[src/rtl/endscreen_pixel_fetch.sv]
// End-screen pixel fetch: maps the VGA raster position onto a down-scaled
// index ROM, returns the palette index three clocks later with a matching
// blank signal, and runs a frame-paced fade-in for the end-screen image.
module endscreen_pixel_fetch #(
    parameter int IMG_W       = 160,
    parameter int IMG_H       = 120,
    parameter int SCALE_SHIFT = 2,
    parameter int FADE_FRAMES = 4
) (
    input  logic        Clk,
    input  logic        Reset,
    input  logic [9:0]  draw_x,
    input  logic [9:0]  draw_y,
    input  logic        blank_n,
    input  logic        vsync,
    input  logic        start,
    output logic [14:0] rom_addr,
    input  logic [2:0]  rom_q,
    output logic [2:0]  index,
    output logic        blank_out,
    output logic [3:0]  fade_level,
    output logic        fade_done
);

    // The visible screen is the image blown up by 2^SCALE_SHIFT in each axis.
    localparam logic [10:0] SCREEN_W = 11'(IMG_W << SCALE_SHIFT);
    localparam logic [10:0] SCREEN_H = 11'(IMG_H << SCALE_SHIFT);
    localparam logic [1:0]  LAST_FRAME = 2'(FADE_FRAMES - 1);

    typedef enum logic [1:0] {
        IDLE,
        RAMP,
        HOLD
    } fade_state_e;

    // Pixel pipeline registers
    logic [14:0] rom_addr_q, rom_addr_d;
    logic        rng_s1_q, rng_s1_d;
    logic        rng_s2_q, rng_s2_d;
    logic        blank_s1_q, blank_s1_d;
    logic        blank_s2_q, blank_s2_d;
    logic        blank_s3_q, blank_s3_d;
    logic [2:0]  index_q, index_d;

    // Fade controller registers
    fade_state_e state_q, state_d;
    logic [1:0]  frame_cnt_q, frame_cnt_d;
    logic [3:0]  level_q, level_d;
    logic        done_q, done_d;
    logic        vsync_prev_q, vsync_prev_d;

    logic        in_range;
    logic [14:0] img_row;
    logic [14:0] img_col;
    logic [14:0] addr_calc;
    logic        vsync_edge;

    // Address generation and the delay line that keeps index, in-range and blank aligned
    always_comb begin
        in_range   = blank_n && ({1'b0, draw_x} < SCREEN_W) && ({1'b0, draw_y} < SCREEN_H);
        img_row    = 15'(draw_y >> SCALE_SHIFT);
        img_col    = 15'(draw_x >> SCALE_SHIFT);
        addr_calc  = img_row * 15'(IMG_W) + img_col;
        rom_addr_d = in_range ? addr_calc : 15'd0;
        rng_s1_d   = in_range;
        rng_s2_d   = rng_s1_q;
        blank_s1_d = blank_n;
        blank_s2_d = blank_s1_q;
        blank_s3_d = blank_s2_q;
        index_d    = rng_s2_q ? rom_q : 3'd0;
    end

    // Pixel pipeline state; reset zeroes everything so the screen starts black
    always_ff @(posedge Clk or posedge Reset) begin
        if (Reset) begin
            rom_addr_q <= '0;
            rng_s1_q   <= 1'b0;
            rng_s2_q   <= 1'b0;
            blank_s1_q <= 1'b0;
            blank_s2_q <= 1'b0;
            blank_s3_q <= 1'b0;
            index_q    <= '0;
        end else begin
            rom_addr_q <= rom_addr_d;
            rng_s1_q   <= rng_s1_d;
            rng_s2_q   <= rng_s2_d;
            blank_s1_q <= blank_s1_d;
            blank_s2_q <= blank_s2_d;
            blank_s3_q <= blank_s3_d;
            index_q    <= index_d;
        end
    end

    // Fade next-state logic; a start pulse always wins over a coincident frame edge
    always_comb begin
        state_d      = state_q;
        frame_cnt_d  = frame_cnt_q;
        level_d      = level_q;
        done_d       = done_q;
        vsync_edge   = vsync && !vsync_prev_q;
        vsync_prev_d = vsync;
        case (state_q)
            IDLE: begin
                level_d = 4'd0;
                done_d  = 1'b0;
                if (start) begin
                    state_d     = RAMP;
                    frame_cnt_d = 2'd0;
                end
            end
            RAMP: begin
                done_d = 1'b0;
                if (start) begin
                    level_d     = 4'd0;
                    frame_cnt_d = 2'd0;
                end else if (vsync_edge) begin
                    if (frame_cnt_q == LAST_FRAME) begin
                        frame_cnt_d = 2'd0;
                        level_d     = level_q + 4'd1;
                        if (level_q == 4'd14) begin
                            state_d = HOLD;
                            done_d  = 1'b1;
                        end
                    end else begin
                        frame_cnt_d = frame_cnt_q + 2'd1;
                    end
                end
            end
            HOLD: begin
                level_d = 4'd15;
                done_d  = 1'b1;
                if (start) begin
                    state_d     = RAMP;
                    level_d     = 4'd0;
                    frame_cnt_d = 2'd0;
                    done_d      = 1'b0;
                end
            end
            default: begin
                state_d     = IDLE;
                level_d     = 4'd0;
                frame_cnt_d = 2'd0;
                done_d      = 1'b0;
            end
        endcase
    end

    // Fade state; previous-vsync resets high so a high vsync at release is not an edge
    always_ff @(posedge Clk or posedge Reset) begin
        if (Reset) begin
            state_q      <= IDLE;
            frame_cnt_q  <= '0;
            level_q      <= '0;
            done_q       <= 1'b0;
            vsync_prev_q <= 1'b1;
        end else begin
            state_q      <= state_d;
            frame_cnt_q  <= frame_cnt_d;
            level_q      <= level_d;
            done_q       <= done_d;
            vsync_prev_q <= vsync_prev_d;
        end
    end

    assign rom_addr   = rom_addr_q;
    assign index      = index_q;
    assign blank_out  = blank_s3_q;
    assign fade_level = level_q;
    assign fade_done  = done_q;

endmodule

[config.mk]
export PLATFORM = sky130hd
export DESIGN_NAME = endscreen_pixel_fetch
export DESIGN_NICKNAME = d
export VERILOG_FILES = /design/src/rtl/endscreen_pixel_fetch.sv
export SDC_FILE = /design/constraint.sdc
export NUM_CORES = 1
export LEC_CHECK = 0
export BUFFER_PORTS_ARGS = -buffer_cell sky130_fd_sc_hd__buf_2
export CORE_AREA = 5 5 67 69
export CTS_CLUSTER_SIZE = 24
export DETAILED_ROUTE_END_ITERATION = 16
export DIE_AREA = 0 0 72 74
export GPL_ROUTABILITY_DRIVEN = 0
export PLACE_DENSITY = 0.88
export REMOVE_ABC_BUFFERS = 1
export SETUP_SLACK_MARGIN = 0.3
export SYNTH_ARGS = -nofsm -noshare
export SYNTH_HDL_FRONTEND = slang
export SYNTH_SLANG_ARGS = --single-unit
[constraint.sdc]
create_clock -name Clk -period 1.85 [get_ports Clk]
set_clock_uncertainty 0.05 [all_clocks]
set_input_delay 0.555 -clock Clk [delete_from_list [all_inputs] [get_ports Clk]]
set_output_delay 0.555 -clock Clk [all_outputs]
set_load 0.02 [all_outputs]
* Word-level counts from Yosys, hierarchy flattened
Index checks and enable logic that the tools add are counted. Widths: inputs -> output; s select.
Cells by class: add/subtract/negate cells 3, multipliers 1, multiplexer cells 24, order comparisons 2, reductions and logical operators 9, equal/unequal tests 11
Operator list (number):
- $mux 2 | 9
- $mux 4 | 4
- $add 15x8->15 | 1
- $mux 15 | 1
- $lt 10x10->1 const B | 1
- $lt 10x9->1 const B | 1
- $mul 8x3->10 const B | 1
- $ne 2x2->1 const B | 4
- $pmux 2 s2 | 2
- $pmux 4 s2 | 1
- $ne 3x3->1 const B | 2
- $mux 1 | 5
- $reduce_and 5->1 | 1
- $add 4x1->4 const B | 1
- $eq 2x2->1 const B | 2
- $eq 4x4->1 const B | 1
- $reduce_and 2->1 | 2
- $logic_and 1x1->1 | 3
- $mux 3 | 1
- $add 2x1->2 const B | 1
- $eq 2x1->1 const B | 1
- $logic_not 2->1 | 1
- $ne 2x1->1 const B | 1
- $pmux 1 s2 | 1
- other kinds (2) | 2
Storage, ports and cells: input bits 28, register bits after elaboration 33, logic and storage cells 62, output and inout port bits 24

* Longest topological paths before layout
depth after elaboration 6, gate-level depth with buffers 9, mapped depth without buffers 9

* Worst setup path after synthesis
OpenSTA, ideal clock, no wires.
kind input to register, start point input draw_y[3], end point register rom_addr_q[13] (netlist: rom_addr[13]), data required time 1.718 ns, buffers on the path 0, setup time 0.082 ns, setup slack -0.790 ns, stages 8, arrival time 2.508 ns, cells stage by stage ha_1 > ha_1 > inv_1 > fa_1 > nor4_1 > nand2_1 > or3b_1 > a21oi_1
Between the ends: cells in the longest elaborated chain, start to end 3, elaborated cells between the ends (all ways) 5, classes of those cells add/sub (1); mul (1); order compare (1); mux (1); reduce/logical (1)
Ends and longest elaborated chain:
- from (decl) | RTL line 13 | input logic [9:0] draw_y,
- $mul 8x3->10 / $lt 10x9->1 (equally long branches) | RTL line 63, 60
- $add 15x8->15 / $logic_and 1x1->1 (equally long branches) | RTL line 63, 60
- $mux 15 (*) | RTL line 64 | rom_addr_d = in_range ? addr_calc : 15'd0;
- named net rom_addr_d[13] | RTL line 37 | logic [14:0] rom_addr_q, rom_addr_d;
- to (signal assigned) | RTL line 84 | rom_addr_q <= rom_addr_d;
- to (decl) | RTL line 37
Mark *: on every way through the listed nets, which the timed path passes. The rest lies on a longest branch. A chain may end at the register's enable or synchronous reset.

* Worst setup path after layout
Ends and elaborated chain as after synthesis.

==> flow_summary.json <==
{
  "status": "finished, violations left",
  "violations": "negative setup slack",
  "layout-drive-gt1-share": 0.525,
  "placed_cells": 310,
  "syn2layout_area_growth_pct": 60.6,
  "cts_tree": "yes",
  "timing_hold_violations_final": 0,
  "die_h_um": 74,
  "slew_viol_final": 0,
  "post_drt_wl_per_cell_um": 16.3,
  "synth_flop_cell": "dfrtp_1",
  "n_antenna_cell": 0,
  "fin_crit_sh": 1.32,
  "synthArstFlopShare": 1.00,
  "mostFrequentLayoutCells": "buf_2, buf_4, dfrtp_1",
  "final_antenna_net_count": 0,
  "cts_max_path_buffers": 2,
  "synth_area_leader_cell": "dfrtp_1",
  "num_rows": 23,
  "p_leak_uw": 0.00146,
  "final_area_um2": 3030,
  "cts-htree-levels": 2,
  "antenna_found_initial": 0,
  "pin_count": 52,
  "grt_use_met3": 0.0378,
  "grt_pass1_wl_um": 7800,
  "core_um2": 3860,
  "stdcell_count": 330,
  "synth_top_area_frac": 0.424,
  "cts_root_buf": "clkbuf_8",
  "dr.pass1.iters": 4,
  "relSlewSlack": 0.671,
  "synth_edf_count": 0,
  "max-cap-violations": 0,
  "dp_hpwl_um": 3450,
  "final_nets": 331,
  "gr-usage-met2": 0.354,
  "dieArea_um2": 5330,
  "ys_types": 46,
  "clk_latency_ns": 0.29,
  "drc_errors": 0,
  "layout_commonest_cell": "buf_2",
  "grt_pass1_vias": 1779,
  "holdWs_ns": 0.223,
  "r2r_start": "state_q[0]$_DFFE_PP0P_",
  "path_class": "primary input to register",
  "worstPathRequired_ns": 2.01,
  "max_freq_mhz": 411,
  "placement.io_buffers": 47,
  "initial_core_util": 0.490,
  "critPathLaunchType": "primary input",
  "powerDensity_nw_per_um2": 816,
  "critPathCaptureType": "register",
  "wirelength_um": 5380,
  "clkTransAtPathRegs_ns": 0.07,
  "drt_iter0_drc": 80,
  "arrival_ns": 2.60,
  "place_area_um2": 2430,
  "netlist_instances": 181,
  "r2r_cells": 7,
  "cts_buffers": 5,
  "pre_cts_slack_ns": -0.973,
  "grt_overflow": 0,
  "peakVddDrop_mv": 0.442,
  "die-width_um": 72,
  "cts_sinks": 33,
  "cts_hold_buf": 0,
  "vias": 1725,
  "period_needed_ns": 2.43,
  "synth_area_leaders": "dfrtp_1, ha_1, and2_1, inv_1, nor2_1",
  "ys_ff_latch": 33,
  "gr-max-usage-layer": "met2",
  "rsz0062_at_grt": "true",
  "gr-usage-met1": 0.195,
  "tightest_slew_ns": 0.494,
  "yosysWarnings": 0,
  "reg2reg_slack_ns": 0.25,
  "reg2reg_to": "frame_cnt_q[0]$_DFFE_PP0P_",
  "worst-path-max-fanout": 4,
  "fin_ws_ns": -0.585,
  "finalSetupViolCount": 6,
  "hold_class": "primary input to async pin",
  "seq_area_frac_synth": 0.438,
  "viasPerCell": 5.23,
  "track_usage": 0.189,
  "syn_area_per_cell_um2": 10.4,
  "syn_area_um2": 1890,
  "grt_max_degree": 15
}
==> metrics by stage <==
| step | setup TNS (ns) | utilization | power [µW] |
|---|---|---|---|
| 4_1_cts | -1.64 | 0.749 | 2400 |
| 3_3_place_gp | -4.34 | 0.630 | 1370 |
| 5_1_grt | -2.44 | 0.786 | 2600 |
| 6_report | -1.96 | 0.786 | 2470 |
| 2_1_floorplan | -2.82 | - | 1160 |
| 3_5_place_dp | -4.65 | 0.630 | 1400 |
==> registers in the layout, summed over array words and instances, names as in the netlist <==
register and flops:
rng_s2_q 1, blank_out 1, fade_done 1, fade_level 4
vsync_prev_q 1, rng_s1_q 1, blank_s1_q 1, index 3
frame_cnt_q 2, rom_addr 15, blank_s2_q 1, state_q 2
==> area by class of cell <==
cell class,count,area [µm²]
tap,50,62.6
fill,248,825
timing repair buffer,92,646
multi-input combinational,132,1300
sequential,33,828
clock buffer,5,68.8
inverter,15,56.3
clock inverter,3,68.8
==> power breakdown <==
group | internal, µW | switching, µW | total (µW)
combinational | 426 | 441 | 867
clock | 542 | 279 | 821
sequential | 760 | 26.4 | 786
total | 1730 | 746 | 2470
==> Yosys cell counts (2+ instances only) <==
library cell	instances
o21ai_0	7
fa_1	2
or2_1	2
inv_1	14
nor3b_1	2
nand3_1	4
a211oi_1	2
nand4_1	3
and2_1	10
ha_1	22
or3b_1	2
o21a_1	2
o21ai_1	3
nor3_1	5
o22ai_1	4
nor2b_1	4
nand2b_1	2
xor2_1	4
nand2_1	9
xnor2_1	2
a21oi_1	3
a22o_1	3
nor2_1	14
o21bai_1	2
o311ai_1	2
dfrtp_1	32
==> logic make-up (layout without fill, tap and decap cells) <==
logic type      count (synthesis)  in the layout  share of synthesized area
compound gates                 38             38                      0.151
xor+xnor                        6              6                     0.0278
fa+ha+maj                      24             24                      0.167
buf+inv                        16            115                     0.0318
flops                          33             33                      0.438
simple gates                   64             64                      0.184
==> worst max-delay path, stage by stage <==
cell and delay (ns):
buf_6 0.10, ha_4 0.27, ha_4 0.14, inv_2 0.04, fa_2 0.37, nor2b_4 0.18
buf_6 0.12, o21a_1 0.14, o311ai_4 0.13, or3b_1 0.40, a21oi_2 0.14
==> layer usage <==
layer / vias to the layer above / part of all wire
li1: 834 / -
met1: 837 / 0.35
met2: 42 / 0.58
met3: 12 / 0.044
met4: 0 / 0.025
met5: - / 0
==> worst max-delay path by stage <==
stage / startpoint / end / slack, ns / cells after the start
floorplan: draw_y[3] / rom_addr[13]$_DFF_PP0_ / -0.79 / 8
global placement: draw_y[3] / rom_addr[14]$_DFF_PP0_ / -0.88 / 10
detailed placement: draw_y[3] / rom_addr[14]$_DFF_PP0_ / -0.97 / 10
CTS: draw_y[5] / rom_addr[13]$_DFF_PP0_ / -0.51 / 11
global route: draw_y[5] / rom_addr[13]$_DFF_PP0_ / -0.67 / 10
finish: draw_y[3] / rom_addr[13]$_DFF_PP0_ / -0.58 / 11
==> timing repair <==
item	4_1_cts	5_1_grt
endpoints found under the setup margin	11	21
pin swaps	19	15
resized for setup	52	21
buffers inserted	5	7
No activity file was read; power rests on OpenSTA's default activity.
